--- src/rtl/word32_8bits_arbiter_if.sv ---
// Handshake and byte-lane bundle between two 32-bit word requesters and the
// shared 8-bit serializer lane.
interface word32_8bits_arbiter_if;
  logic        valid_in0;
  logic [31:0] Data_in0;
  logic        ready_out0;
  logic        valid_in1;
  logic [31:0] Data_in1;
  logic        ready_out1;
  logic        valid_out;
  logic [7:0]  Data_out;
  logic        src_out;
  logic        busy;

  // Arbiter side.
  modport slave (
    input  valid_in0, Data_in0, valid_in1, Data_in1,
    output ready_out0, ready_out1, valid_out, Data_out, src_out, busy
  );

  // Requester / observer side.
  modport master (
    output valid_in0, Data_in0, valid_in1, Data_in1,
    input  ready_out0, ready_out1, valid_out, Data_out, src_out, busy
  );
endinterface

--- src/rtl/word32_8bits_arbiter.sv ---
// Two-requester round-robin arbiter feeding one 32-to-8 serializer lane.
// Words go out MSB byte first, back-to-back words with no idle gap.
module word32_8bits_arbiter #(
  parameter bit PRIORITY_INIT = 1'b0
) (
  input  logic                          clk_4f,
  input  logic                          reset,
  word32_8bits_arbiter_if.slave         bus
);

  typedef enum logic {IDLE, SEND} state_t;

  state_t      state_q, state_d;
  logic [1:0]  cnt_q, cnt_d;
  logic        pref_q, pref_d;
  logic [23:0] shift_q, shift_d;
  logic [7:0]  data_q, data_d;
  logic        valid_q, valid_d;
  logic        src_q, src_d;

  logic        load_slot;
  logic        gnt_valid;
  logic        gnt_idx;
  logic [31:0] word_sel;

  // The last byte of a word doubles as the load slot so words chain without a bubble.
  assign load_slot = (state_q == IDLE) || (cnt_q == 2'd3);
  assign gnt_valid = load_slot && (bus.valid_in0 || bus.valid_in1);
  assign gnt_idx   = (bus.valid_in0 && bus.valid_in1) ? pref_q : bus.valid_in1;
  assign word_sel  = gnt_idx ? bus.Data_in1 : bus.Data_in0;

  assign bus.ready_out0 = gnt_valid && !gnt_idx && reset;
  assign bus.ready_out1 = gnt_valid &&  gnt_idx && reset;

  assign bus.valid_out = valid_q;
  assign bus.Data_out  = data_q;
  assign bus.src_out   = src_q;
  assign bus.busy      = (state_q == SEND);

  always_comb begin
    // NOTE: every next-state signal gets a hold default first, so no path
    // through this block leaves one unassigned and infers a latch.
    state_d = state_q;
    cnt_d   = cnt_q;
    pref_d  = pref_q;
    shift_d = shift_q;
    data_d  = data_q;
    valid_d = valid_q;
    src_d   = src_q;

    if (gnt_valid) begin
      shift_d = word_sel[23:0];
      data_d  = word_sel[31:24];
      valid_d = 1'b1;
      src_d   = gnt_idx;
      cnt_d   = 2'd0;
      state_d = SEND;
      pref_d  = ~gnt_idx;
    end else if (state_q == SEND) begin
      if (cnt_q != 2'd3) begin
        cnt_d   = cnt_q + 2'd1;
        data_d  = shift_q[23:16];
        shift_d = {shift_q[15:0], 8'h00};
      end else begin
        state_d = IDLE;
        cnt_d   = 2'd0;
        valid_d = 1'b0;
        data_d  = 8'h00;
      end
    end
  end

  // NOTE: sequential state uses non-blocking assignments so every register
  // samples the pre-edge values regardless of statement order.
  always_ff @(posedge clk_4f) begin
    if (!reset) begin
      state_q <= IDLE;
      cnt_q   <= 2'd0;
      pref_q  <= PRIORITY_INIT;
      data_q  <= 8'h00;
      valid_q <= 1'b0;
      src_q   <= 1'b0;
    end else begin
      state_q <= state_d;
      cnt_q   <= cnt_d;
      pref_q  <= pref_d;
      data_q  <= data_d;
      valid_q <= valid_d;
      src_q   <= src_d;
    end
  end

  // NOTE: the shift register is pure datapath and is never observed while
  // valid_out is low, so it is deliberately left out of reset.
  always_ff @(posedge clk_4f) begin
    shift_q <= shift_d;
  end

endmodule

--- src/flat_wrapper.sv ---
// flat-port wrapper written by rule: the top's interface ports become plain ports
module word32_8bits_arbiter_flat 
#(
  parameter bit PRIORITY_INIT = 1'b0
)
  (clk_4f, reset, bus_valid_in0, bus_Data_in0, bus_valid_in1, bus_Data_in1, bus_ready_out0, bus_ready_out1, bus_valid_out, bus_Data_out, bus_src_out, bus_busy);
  word32_8bits_arbiter_if bus_i ();
  input  logic clk_4f;
  input  logic reset;
  input wire logic [$bits(bus_i.valid_in0)-1:0] bus_valid_in0;
  input wire logic [$bits(bus_i.Data_in0)-1:0] bus_Data_in0;
  input wire logic [$bits(bus_i.valid_in1)-1:0] bus_valid_in1;
  input wire logic [$bits(bus_i.Data_in1)-1:0] bus_Data_in1;
  output wire logic [$bits(bus_i.ready_out0)-1:0] bus_ready_out0;
  output wire logic [$bits(bus_i.ready_out1)-1:0] bus_ready_out1;
  output wire logic [$bits(bus_i.valid_out)-1:0] bus_valid_out;
  output wire logic [$bits(bus_i.Data_out)-1:0] bus_Data_out;
  output wire logic [$bits(bus_i.src_out)-1:0] bus_src_out;
  output wire logic [$bits(bus_i.busy)-1:0] bus_busy;
  assign bus_i.valid_in0 = bus_valid_in0;
  assign bus_i.Data_in0 = bus_Data_in0;
  assign bus_i.valid_in1 = bus_valid_in1;
  assign bus_i.Data_in1 = bus_Data_in1;
  assign bus_ready_out0 = bus_i.ready_out0;
  assign bus_ready_out1 = bus_i.ready_out1;
  assign bus_valid_out = bus_i.valid_out;
  assign bus_Data_out = bus_i.Data_out;
  assign bus_src_out = bus_i.src_out;
  assign bus_busy = bus_i.busy;
  word32_8bits_arbiter #(.PRIORITY_INIT(PRIORITY_INIT)) u_core (.clk_4f(clk_4f), .reset(reset), .bus(bus_i));
endmodule
--- config.mk ---
export PLATFORM = sky130hd
export DESIGN_NAME = word32_8bits_arbiter_flat
export DESIGN_NICKNAME = d
export VERILOG_FILES = /design/src/rtl/word32_8bits_arbiter_if.sv /design/src/rtl/word32_8bits_arbiter.sv /design/src/flat_wrapper.sv
export SDC_FILE = /design/constraint.sdc
export NUM_CORES = 1
export LEC_CHECK = 0
export CAP_MARGIN = 20
export CORE_AREA = 2 2 71 73
export DETAILED_ROUTE_END_ITERATION = 12
export DIE_AREA = 0 0 73 75
export PLACE_DENSITY = 0.87
export SLEW_MARGIN = 40
export SYNTH_ARGS = -nofsm -noshare
export SYNTH_HDL_FRONTEND = slang
export SYNTH_SLANG_ARGS = --single-unit
--- constraint.sdc ---
create_clock -name clk_4f -period 2 [get_ports clk_4f]
set_input_delay 0.5 -clock clk_4f [delete_from_list [all_inputs] [get_ports clk_4f]]
set_output_delay 0.5 -clock clk_4f [all_outputs]
set_load 0.01 [all_outputs]
==> run_results.csv <==
group,metric,value,unit
status,status,"completed",
placement,dp_hpwl,3.71,mm
global_routing,grt_pass1_vias,1659,
synthesis,synth_fp_nets,246,
critical_path,r2r-end,"u_core.shift_q[18]",
power_and_ir_drop,power.share.clock,25.4,%
global_routing,grt_antenna_before_repair,0,
critical_path,startpoint_type,"input port",
power_and_ir_drop,switching_power,0.000487,W
cts,cts_sinks,38,
sta,finalSetupViolations,0,
cts,cts_root_buf,"clkbuf_8",
worst_hold_path,hold_class,"reg2reg",
synthesis,synth_cells,177,
global_routing,grt_start_max_net_pins,26,
detailed_routing,first_pass_iters,5,
cts,hold_buffers,0,
sta,finalHoldViolCount,0,
finish,diodes,0,
die,rows,25,
global_routing,grt_first_pass_wirelength,7.69,mm
critical_path,reg2regPathDepth,6,
sta,slew-limit-headroom,64.8,%
sta,fin_crit,1.97,ns
synthesis,synth.distinct_cells,28,
critical_path,critPathLaunch,"bus_valid_in1",
critical_path,worst-r2r-setup-slack,0.34,ns
synthesis,syn_avg_cell_area,10.7,sq um
sta,layout_setup_ws,0.0290,ns
global_routing,overflow,0,
cts,cts_inserted_buffers,5,
cts,post_cts_resized,10,
critical_path,crit_type,"in2out",
power_and_ir_drop,fin_total_pwr,0.00196,W
placement,portBuffers,80,
placement,pre_cts_ws,-0.494,ns
die,die_x,73,um
cts,cts_buffer_depth,2,
sta,final.period_utilization,98.6,%
flow_run,max_cap_viol_count,0,
critical_path,r2r-start,"u_core.cnt_q[0]",
critical_path,cp_max_fo,5,
critical_path,endpoint,"bus_ready_out0",
cts,postCtsSetupBuffers,0,
power_and_ir_drop,switching_share,24.8,%
critical_path,crit_arrival,1.47,ns
finish,design_area,0.00293,sq mm
detailed_routing,wl_per_cell,15.7,um
placement,placed_area,0.00283,sq mm
die,pin_count,81,
synthesis,yosysWarnings,0,
sta,max_freq,507,MHz
power_and_ir_drop,power_frac_comb,24.8,%
finish,area_growth,54.9,%
finish,layout_common_cells,"clkdlybuf4s50_1, a21oi_1, edfxtp_1",
cts,clock_latency,0.29,ns
global_routing,grt_usage,18.8,%
power_and_ir_drop,p_int,0.00148,W
sta,drv_slew,0,
detailed_routing,drcViolationCount,0,
detailed_routing,antenna_left,0,
critical_path,critPathCaptureType,"primary output",
synthesis,ys_seq_area_share,53.0,%
cts,path_clk_slew,0.07,ns
finish,drive_gt1_share,12.6,%
finish,final_common_cell,"clkdlybuf4s50_1",
detailed_routing,routed_via_density,5.44,
detailed_routing,drt_iter0_drc,106,
placement,routabilityCongestion,0.818,
die,start_util,40.5,%
finish,final_nets,337,
detailed_routing,wl,5.07,mm
die,die-area,0.00548,sq mm
power_and_ir_drop,powerDensity,671,mW/mm^2
cts,htree_levels,2,
power_and_ir_drop,peakVddDrop,0.323,mV
detailed_routing,via_count,1757,
sta,worst_pin_slew,0.525,ns
cts,cts_tree,"done",
sta,clock_skew,0.00454,ns
power_and_ir_drop,power.leakage,1.25,nW
synthesis,synth_area,0.00189,sq mm
critical_path,cp.required,1.50,ns
synthesis,ys_ff_latch,38,
die,coreArea,0.00466,sq mm
sta,setup_tns,0,ns
power_and_ir_drop,seqPwrFrac,49.8,%
die,die_h,75,um
-- synthesized netlist by cell type --
library cell	count	share of area (%)
a21boi_1	9	3.6
a21o_1	15	6.0
a21oi_1	25	6.6
a22o_1	15	7.0
a31oi_1	1	0.33
and2_1	3	0.99
and3_1	2	0.66
buf_2	5	1.3
buf_4	3	1.2
buf_6	2	1.2
clkbuf_1	2	0.40
dfxtp_1	14	15
edfxtp_1	24	38
ha_1	1	0.66
mux2_2	1	0.60
mux2i_1	9	4.8
nand2_1	22	4.4
nand2_2	1	0.33
nand2b_1	1	0.33
nand2b_2	1	0.46
nor2_1	6	1.2
nor2_4	1	0.60
nor2b_1	2	0.66
nor3_2	1	0.53
nor3b_1	1	0.40
o21ai_1	8	2.1
o21ai_2	1	0.46
or3_1	1	0.33
-- worst min path at each step --
| stage | from | endpoint | slack [ns] | depth (start not counted) |
|---|---|---|---|---|
| after floorplan | u_core.cnt_q[1] | u_core.cnt_q[1] | 0.46 | 2 |
| after global placement | u_core.bus.valid_out | u_core.bus.valid_out | 0.46 | 2 |
| after detailed placement | u_core.bus.valid_out | u_core.bus.valid_out | 0.47 | 2 |
| after CTS | u_core.bus.valid_out | u_core.bus.valid_out | 0.49 | 2 |
| after global routing | u_core.bus.valid_out | u_core.bus.valid_out | 0.50 | 2 |
| final | u_core.bus.valid_out | u_core.bus.valid_out | 0.48 | 2 |
-- metrics by stage --
stage | utilization, % | cells | hold slack (ns)
after floorplan | - | 177 | 0.465
after CTS | 62.3 | 323 | 0.486
after detailed placement | 60.6 | 315 | 0.471
final | 62.8 | 323 | 0.480
after global placement | 60.6 | 315 | 0.456
after global routing | 62.8 | 323 | 0.501
-- cell families (layout without fill, tap and decap cells) --
| family | count (synthesis) | count (layout) | share of synthesized area (%) |
|---|---|---|---|
| compound gates | 74 | 74 | 26.0 |
| simple gates | 42 | 42 | 10.9 |
| flops | 38 | 38 | 53.0 |
| buf+inv | 12 | 104 | 4.11 |
| mux | 10 | 10 | 5.36 |
| fa+ha+maj | 1 | 1 | 0.662 |
-- layer usage --
layer  vias up  share of wire, %  track usage [%]
met5         -                 0                0
met4         0               2.6             8.23
met3        19               8.7             4.95
met2        90                48             33.0
met1       811                41             21.5
li1        837                 -                -
-- sequential cells by signal, indices dropped and copies added, names as in the netlist --
name and flops:
u_core.bus.Data_out 8, u_core.bus.busy 1, u_core.bus.src_out 1, u_core.bus.valid_out 1
u_core.cnt_q 2, u_core.pref_q 1, u_core.shift_q 24
-- power by group through the flow --
stage | Clock, W | Sequential, W | Combinational (W)
2_1_floorplan | 0 | 0.000995 | 0.000225
3_3_place_gp | 0 | 0.000988 | 0.000470
3_5_place_dp | 0 | 0.000992 | 0.000484
4_1_cts | 0.000509 | 0.000975 | 0.000483
5_1_grt | 0.000542 | 0.000984 | 0.000526
6_report | 0.000498 | 0.000978 | 0.000488
-- area by class of cell --
cell class                 instances  area (sq um)
clock buffer                       6          72.6
clock inverter                     2          8.76
fill                             384          1730
multi-input combinational        127           836
sequential                        38          1000
tap                               54          67.6
timing repair buffer              96           938
-- critical path: stages --
cell and delay [ns]:
dlygate4sd2_1 0.29, nor2_1 0.09, nor2_1 0.14, and3_1 0.20
clkdlybuf4s15_1 0.24
No activity file was read; power rests on OpenSTA's default activity.
